===== src/rtl/mult_pkg.sv =====
// Shared types and sizing helpers for the sequential shift-and-add multiplier.
package mult_pkg;

  typedef enum logic [1:0] {
    IDLE = 2'd0,
    CALC = 2'd1,
    DONE = 2'd2
  } state_t;

  localparam int unsigned DEFAULT_WIDTH = 8;
  localparam int unsigned DEFAULT_CNT_W = $clog2(DEFAULT_WIDTH);

  // Iteration counter width; never narrower than one bit.
  function automatic int unsigned cnt_width(input int unsigned w);
    return (w < 2) ? 1 : $clog2(w);
  endfunction

endpackage


===== src/rtl/mult_fsm.sv =====
// Control FSM for seq_multiplier: IDLE -> CALC -> DONE -> IDLE with registered ready/done.
module mult_fsm
  import mult_pkg::*;
(
  input  logic clock,
  input  logic clear,
  input  logic start,
  input  logic last_iter,
  output logic ready,
  output logic done,
  output logic load,
  output logic step
);

  state_t state_q;
  logic   ready_q;
  logic   done_q;

  // State register with registered ready/done outputs; clear has top priority.
  always_ff @(posedge clock) begin
    if (clear) begin
      state_q <= IDLE;
      ready_q <= 1'b1;
      done_q  <= 1'b0;
    end else begin
      case (state_q)
        IDLE: begin
          done_q <= 1'b0;
          if (start) begin
            state_q <= CALC;
            ready_q <= 1'b0;
          end else begin
            ready_q <= 1'b1;
          end
        end
        CALC: begin
          ready_q <= 1'b0;
          if (last_iter) begin
            state_q <= DONE;
            done_q  <= 1'b1;
          end else begin
            done_q  <= 1'b0;
          end
        end
        DONE: begin
          state_q <= IDLE;
          ready_q <= 1'b1;
          done_q  <= 1'b0;
        end
        default: begin
          state_q <= IDLE;
          ready_q <= 1'b1;
          done_q  <= 1'b0;
        end
      endcase
    end
  end

  assign ready = ready_q;
  assign done  = done_q;
  assign load  = ready_q & start;
  assign step  = (state_q == CALC);

endmodule


===== src/rtl/seq_multiplier.sv =====
// Unsigned WIDTH x WIDTH shift-and-add multiplier, one partial product per clock.
// Optional MULT_EARLY_EXIT_EN ends CALC once no multiplier bits remain set.
module seq_multiplier
  import mult_pkg::*;
#(
  parameter int unsigned WIDTH = DEFAULT_WIDTH
) (
  input  logic                 clock,
  input  logic                 clear,
  input  logic                 start,
  input  logic [WIDTH-1:0]     A,
  input  logic [WIDTH-1:0]     B,
  output logic                 ready,
  output logic                 done,
  output logic [2*WIDTH-1:0]   product
);

  localparam int unsigned CNT_W = cnt_width(WIDTH);

  logic [2*WIDTH-1:0] mcand_q,   mcand_d;
  logic [WIDTH-1:0]   mplier_q,  mplier_d;
  logic [2*WIDTH-1:0] acc_q,     acc_d;
  logic [CNT_W-1:0]   count_q,   count_d;
  logic [2*WIDTH-1:0] product_q, product_d;
  logic [2*WIDTH-1:0] sum_s;
  logic               load_s;
  logic               step_s;
  logic               last_iter_s;

  mult_fsm u_fsm (
    .clock     (clock),
    .clear     (clear),
    .start     (start),
    .last_iter (last_iter_s),
    .ready     (ready),
    .done      (done),
    .load      (load_s),
    .step      (step_s)
  );

  // Full-width accumulate: the product of two WIDTH-bit values cannot overflow 2*WIDTH bits.
  assign sum_s = acc_q + (mplier_q[0] ? mcand_q : {(2*WIDTH){1'b0}});

`ifdef MULT_EARLY_EXIT_EN
  assign last_iter_s = (count_q == CNT_W'(WIDTH-1)) ||
                       (mplier_q[WIDTH-1:1] == {(WIDTH-1){1'b0}});
`else
  assign last_iter_s = (count_q == CNT_W'(WIDTH-1));
`endif

  // Datapath next-state: operand capture, one shift/add per CALC cycle, result latch on the last step.
  always_comb begin
    mcand_d   = mcand_q;
    mplier_d  = mplier_q;
    acc_d     = acc_q;
    count_d   = count_q;
    product_d = product_q;
    if (load_s) begin
      mcand_d  = {{WIDTH{1'b0}}, A};
      mplier_d = B;
      acc_d    = {(2*WIDTH){1'b0}};
      count_d  = {CNT_W{1'b0}};
    end else if (step_s) begin
      acc_d    = sum_s;
      mcand_d  = mcand_q << 1;
      mplier_d = mplier_q >> 1;
      count_d  = count_q + CNT_W'(1);
      if (last_iter_s) begin
        product_d = sum_s;
      end else begin
        product_d = product_q;
      end
    end else begin
      product_d = product_q;
    end
  end

  // Datapath registers.
  always_ff @(posedge clock) begin
    if (clear) begin
      mcand_q   <= {(2*WIDTH){1'b0}};
      mplier_q  <= {WIDTH{1'b0}};
      acc_q     <= {(2*WIDTH){1'b0}};
      count_q   <= {CNT_W{1'b0}};
      product_q <= {(2*WIDTH){1'b0}};
    end else begin
      mcand_q   <= mcand_d;
      mplier_q  <= mplier_d;
      acc_q     <= acc_d;
      count_q   <= count_d;
      product_q <= product_d;
    end
  end

  assign product = product_q;

endmodule

===== config.mk =====
export PLATFORM = sky130hd
export DESIGN_NAME = seq_multiplier
export DESIGN_NICKNAME = d
export VERILOG_FILES = /design/src/rtl/mult_pkg.sv /design/src/rtl/mult_fsm.sv /design/src/rtl/seq_multiplier.sv
export SDC_FILE = /design/constraint.sdc
export NUM_CORES = 1
export LEC_CHECK = 0
export BUFFER_PORTS_ARGS = -buffer_cell sky130_fd_sc_hd__buf_2
export CAP_MARGIN = 30
export CORE_MARGIN = 8
export CORE_UTILIZATION = 45
export CTS_BUF_LIST = sky130_fd_sc_hd__clkbuf_4 sky130_fd_sc_hd__clkbuf_8
export DETAILED_ROUTE_END_ITERATION = 12
export GPL_ROUTABILITY_DRIVEN = 0
export GPL_TIMING_DRIVEN = 0
export SLEW_MARGIN = 20
export SYNTH_ARGS = -nofsm -noshare
export SYNTH_HDL_FRONTEND = slang
export SYNTH_HIERARCHICAL = 1
export SYNTH_SLANG_ARGS = --single-unit
export TNS_END_PERCENT = 10

===== constraint.sdc =====
create_clock -name clock -period 5.1 [get_ports clock]
set_input_delay 0.51 -clock clock [delete_from_list [all_inputs] [get_ports clock]]
set_output_delay 0.51 -clock clock [all_outputs]
set_load 0.01 [all_outputs]

== Word level (Yosys, flattened, before mapping) ==
Index checks and enable logic that the tools add are counted.
Cells by class
  bitwise operators: 3
  reduce and logical (&&, ||, !) cells: 6
  add/subtract/negate cells: 2
  equal/unequal tests: 4
  multiplexer cells: 11
Operators with widths (number)
  8-bit 2-to-1 mux: 4
  16-bit adder: 1
  16-bit 2-to-1 mux: 1
  2-bit 2-to-1 mux: 2
  2-bit case mux with 2 select lines: 1
  2-bit OR reduction: 2
  3-bit by 1-bit adder with 3-bit output (second input constant): 1
  3-bit equality test (second input constant): 1
  3-bit AND reduction: 1
  2-bit by 1-bit equality test with 1-bit output (second input constant): 1
  2-bit logical NOT: 1
  1-bit 2-to-1 mux: 2
  2-bit by 1-bit != test with 1-bit output (second input constant): 1
  2-bit != test (second input constant): 1
  1-bit NOT: 2
  1-bit case mux with 2 select lines: 1
  2-bit AND reduction: 1
  2-bit nonzero test: 1
  1-bit AND: 1
Word-level totals
  register bits after elaboration: 63
  output and inout port bits: 18

== Logic depth before layout (Yosys ltp) ==
  word-level depth: 3
  depth in mapped cells: 9

== Hierarchy ==
Netlist, hierarchy kept.
Modules (own cells, without submodules)
  seq_multiplier: instances 1, cells each 366, area an instance 3094.2 um^2
  mult_fsm: instances 1, cells each 12, area an instance 127.6 um^2

== Worst setup path after synthesis ==
No wires, ideal clock.
  path kind: register -> register
  start: register mplier_q[0]
  end: register acc_q[10]
  slack: 2.794 ns
  setup time: 0.132 ns
  clock period less this slack: 2.306 ns
  stages on the path, launching flop included: 10
  arrival time: 2.173 ns
  path through: dfxtp_1 -> and2_1 -> ha_1 -> fa_1 -> a21o_2 -> a311oi_2 -> nor3_1 -> or3_1 -> nand3_1 -> a21oi_1
On the way
  word-level cells in the longest chain between the ends: 2
RTL lines
  start, declared: RTL line seq_multiplier.sv:21  | logic [WIDTH-1:0] mplier_q, mplier_d;
  start signal, assigned: RTL line seq_multiplier.sv:82  | mplier_q <= {WIDTH{1'b0}};
  start signal, assigned: RTL line seq_multiplier.sv:88  | mplier_q <= mplier_d;
  16-bit 2-to-1 mux: RTL line seq_multiplier.sv:42  | assign sum_s = acc_q + (mplier_q[0] ? mcand_q : {(2*WIDTH){1'b0}});
  16-bit adder: RTL line seq_multiplier.sv:42
  end signal, assigned: RTL line seq_multiplier.sv:83  | acc_q <= {(2*WIDTH){1'b0}};
  end, declared: RTL line seq_multiplier.sv:22  | logic [2*WIDTH-1:0] acc_q, acc_d;
Every way passes these cells.
A chain may end at the register's enable or synchronous reset.

== Worst setup path in the final report ==
  start: register mplier_q[0]
  end: register product_q[15], in the netlist product[15]
On the way
  word-level cells in the longest chain between the ends: 2
RTL lines
  16-bit 2-to-1 mux: RTL line seq_multiplier.sv:42
  16-bit adder: RTL line seq_multiplier.sv:42
  end signal, assigned: RTL line seq_multiplier.sv:85  | product_q <= {(2*WIDTH){1'b0}};
  end signal, assigned: RTL line seq_multiplier.sv:91  | product_q <= product_d;
  end, declared: RTL line seq_multiplier.sv:24  | logic [2*WIDTH-1:0] product_q, product_d;
Every way passes these cells.

==> results.yml <==
clocking:
  clock_path_buffers: 2
  cts_tree: "built"
  postCtsSetupBuffers: 0
  ctsHtreeMaxLevel: 3
  cts-root-buf: "clkbuf_8"
  cts_resized: 0
  cts_buffers: 9
  ctsHoldBuffers: 0
  clk_latency_ns: 0.35
  cts.sinks: 63
  path_clk_slew_ns: 0.07
grt:
  grt_pass1_wl_mm: 12.40
  gr-usage-all-layers: 0.1559
  overflow: 0
  grt_pass1_vias: 2610
  antenna_found_initial: 0
  grt_max_degree: 11
synth:
  synth_top_area_frac: 0.3915
  synth_nets: 415
  synth_area_sq_um: 3222
  synth_edf_count: 0
  synth.most_common_cell: "dfxtp_1"
  synth_commonest_cells: "63 x dfxtp_1, 60 x nor2_1, 45 x a21oi_1"
  yosys.area.top_type: "dfxtp_1"
  synth-async-reset-ratio: 0
  synth_ff_type: "dfxtp_1"
  synth_cells: 378
  synth_area_leaders: "dfxtp_1 39%, mux2i_1 9.6%, a21oi_1 7.0%, nor2_1 7.0%, ha_1 6.6%"
  syn_area_per_cell_sq_um: 8.523
  synth_cell_types: 49
  yosysWarnings: 6
  ys_seq_area_frac: 0.3915
  ys_ff_latch: 63
setup_path:
  worstPathRequired_ns: 5.31
  cp.arrival_ns: 2.97
  start_kind: "register"
  cp_max_fo: 10
  crit_path_end_kind: "register"
  path_class: "reg2reg"
routing:
  drtPass1Iterations: 4
  antenna_left: 0
  wirelength_mm: 7.584
  routedWlPerCell_um: 14.34
  route.detailed.drc: 0
  first_iter_violations: 91
  vias_per_cell: 5.098
  vias: 2697
final_layout:
  diodes: 0
  multi_input_area_sq_um: 1863
  stdcell_count: 529
  drive_gt1_frac: 0.1674
  syn2layout_area_growth_pct: 16.62
  nets: 462
  nFillCells: 693
  seq_area_sq_um: 1261
die:
  start_util: 0.4539
  die-area_sq_um: 10120
  fp.dieH_um: 100.6
  num_rows: 31
  chipWidth_um: 100.6
  core_area_sq_um: 7098
  boundaryPins: 37
run_status:
  status: "finished, final reports clean"
hold_path:
  hp-class: "in2reg"
sta:
  fmaxAchievable_mhz: 362.7
  hold_slack_ns: 0.3736
  hold_viol: 0
  rsz0062_at_grt: "false"
  min_period_ns: 2.757
  final.setup.tns_ns: 0
  skew_ns: 0.008672
  fin_crit_sh: 0.5406
  slew_viol_final: 0
  slew_headroom: 0.4810
  worst_pin_slew_ns: 0.7785
  setup_viol: 0
pwr:
  p_per_area_nw_per_um2: 292.7
  p_leak_nw: 1.585
  ir_drop_mv: 0.1622
  power.total_mw: 1.100
placed_design:
  place_inst: 513
  dp_hpwl_mm: 5.621
  portBuffers: 36
job:
  cap_violations: 0
==> layout by cell type, fill, tap and decap left out, types with 3 or more instances in the layout <==
cell,instances
nor3_1,4
nor3b_1,3
and2_1,16
xnor2_1,7
inv_1,3
nand2_1,36
mux2i_1,31
a21oi_1,45
a211oi_1,7
nor2_1,60
xor2_1,3
dfxtp_1,63
clkbuf_1,12
o21ai_0,10
clkbuf_8,11
nand3_1,11
ha_1,17
or3_1,3
o31ai_1,3
buf_2,42
==> area by class of cell <==
| class | count | share of cell area |
|---|---|---|
| inverters | 4 | 0.003996 |
| multi-input cells | 291 | 0.4958 |
| plain buffers | 20 | 0.02198 |
| well taps | 99 | 0.03297 |
| clock inverters | 3 | 0.01732 |
| flip-flops and latches | 63 | 0.3357 |
| clock buffers | 13 | 0.04429 |
| repair buffers | 36 | 0.04795 |
==> power by group <==
part | leakage (nW) | switching, mW | internal [mW] | total (mW)
sequential | 0.511 | 0.00730 | 0.503 | 0.510
clock | 0.120 | 0.196 | 0.312 | 0.509
combinational | 0.953 | 0.0490 | 0.0319 | 0.0809
==> path summary, 6_finish.rpt <==
check / startpoint / endpoint / slack [ns] / depth (start not counted)
worst max-delay path: mplier_q[0]$_SDFFE_PP0P_ / product[15]$_SDFFE_PP0P_ / 2.34 / 9
worst min-delay path: clear / u_fsm/state_q[1]$_SDFFE_PP0P_ / 0.37 / 2
worst max register to register: mplier_q[0]$_SDFFE_PP0P_ / product[15]$_SDFFE_PP0P_ / 2.34 / 9
worst min register to register: product[1]$_SDFFE_PP0P_ / product[1]$_SDFFE_PP0P_ / 0.45 / 2
==> metal layers <==
metal / track usage / share of wire
met5: 0 / 0
met4: 0.08023 / 0.019
met3: 0.03729 / 0.053
met2: 0.2420 / 0.42
met1: 0.1956 / 0.50
==> metrics by stage <==
step           area [sq um]  utilization  worst slack, ns
2_1_floorplan          3222            -            2.794
3_3_place_gp           3526       0.4967            2.402
3_5_place_dp           3526       0.4967            2.449
4_1_cts                3757       0.5294            2.414
5_1_grt                3757       0.5294            2.203
6_report               3757       0.5294            2.343
==> flip-flops by register name, indices dropped and copies added, names as in the netlist <==
register	flops
u_fsm/ready	1
mcand_q	16
product	16
u_fsm/state_q	2
mplier_q	8
acc_q	16
count_q	3
u_fsm/done	1
==> kinds of logic after synthesis <==
group,after synthesis,synth area share
adders and majority gates,18,0.07223
buffers and inverters,24,0.03029
AOI/OAI and AO/OA,87,0.1755
DFF,63,0.3915
and+or+nand+nor,145,0.2070
muxes,31,0.09631
xor gates and xnor gates,10,0.02719
==> critical path: stages (launching register included) <==
cell	delay (ns)
dfxtp_1	0.45
clkbuf_1	0.28
and2_1	0.20
ha_1	0.31
a211oi_1	0.38
nor2_1	0.11
o31ai_1	0.32
o211ai_2	0.17
xnor2_1	0.29
a211oi_1	0.11
Note: power is estimated with default switching activity, not from simulation.
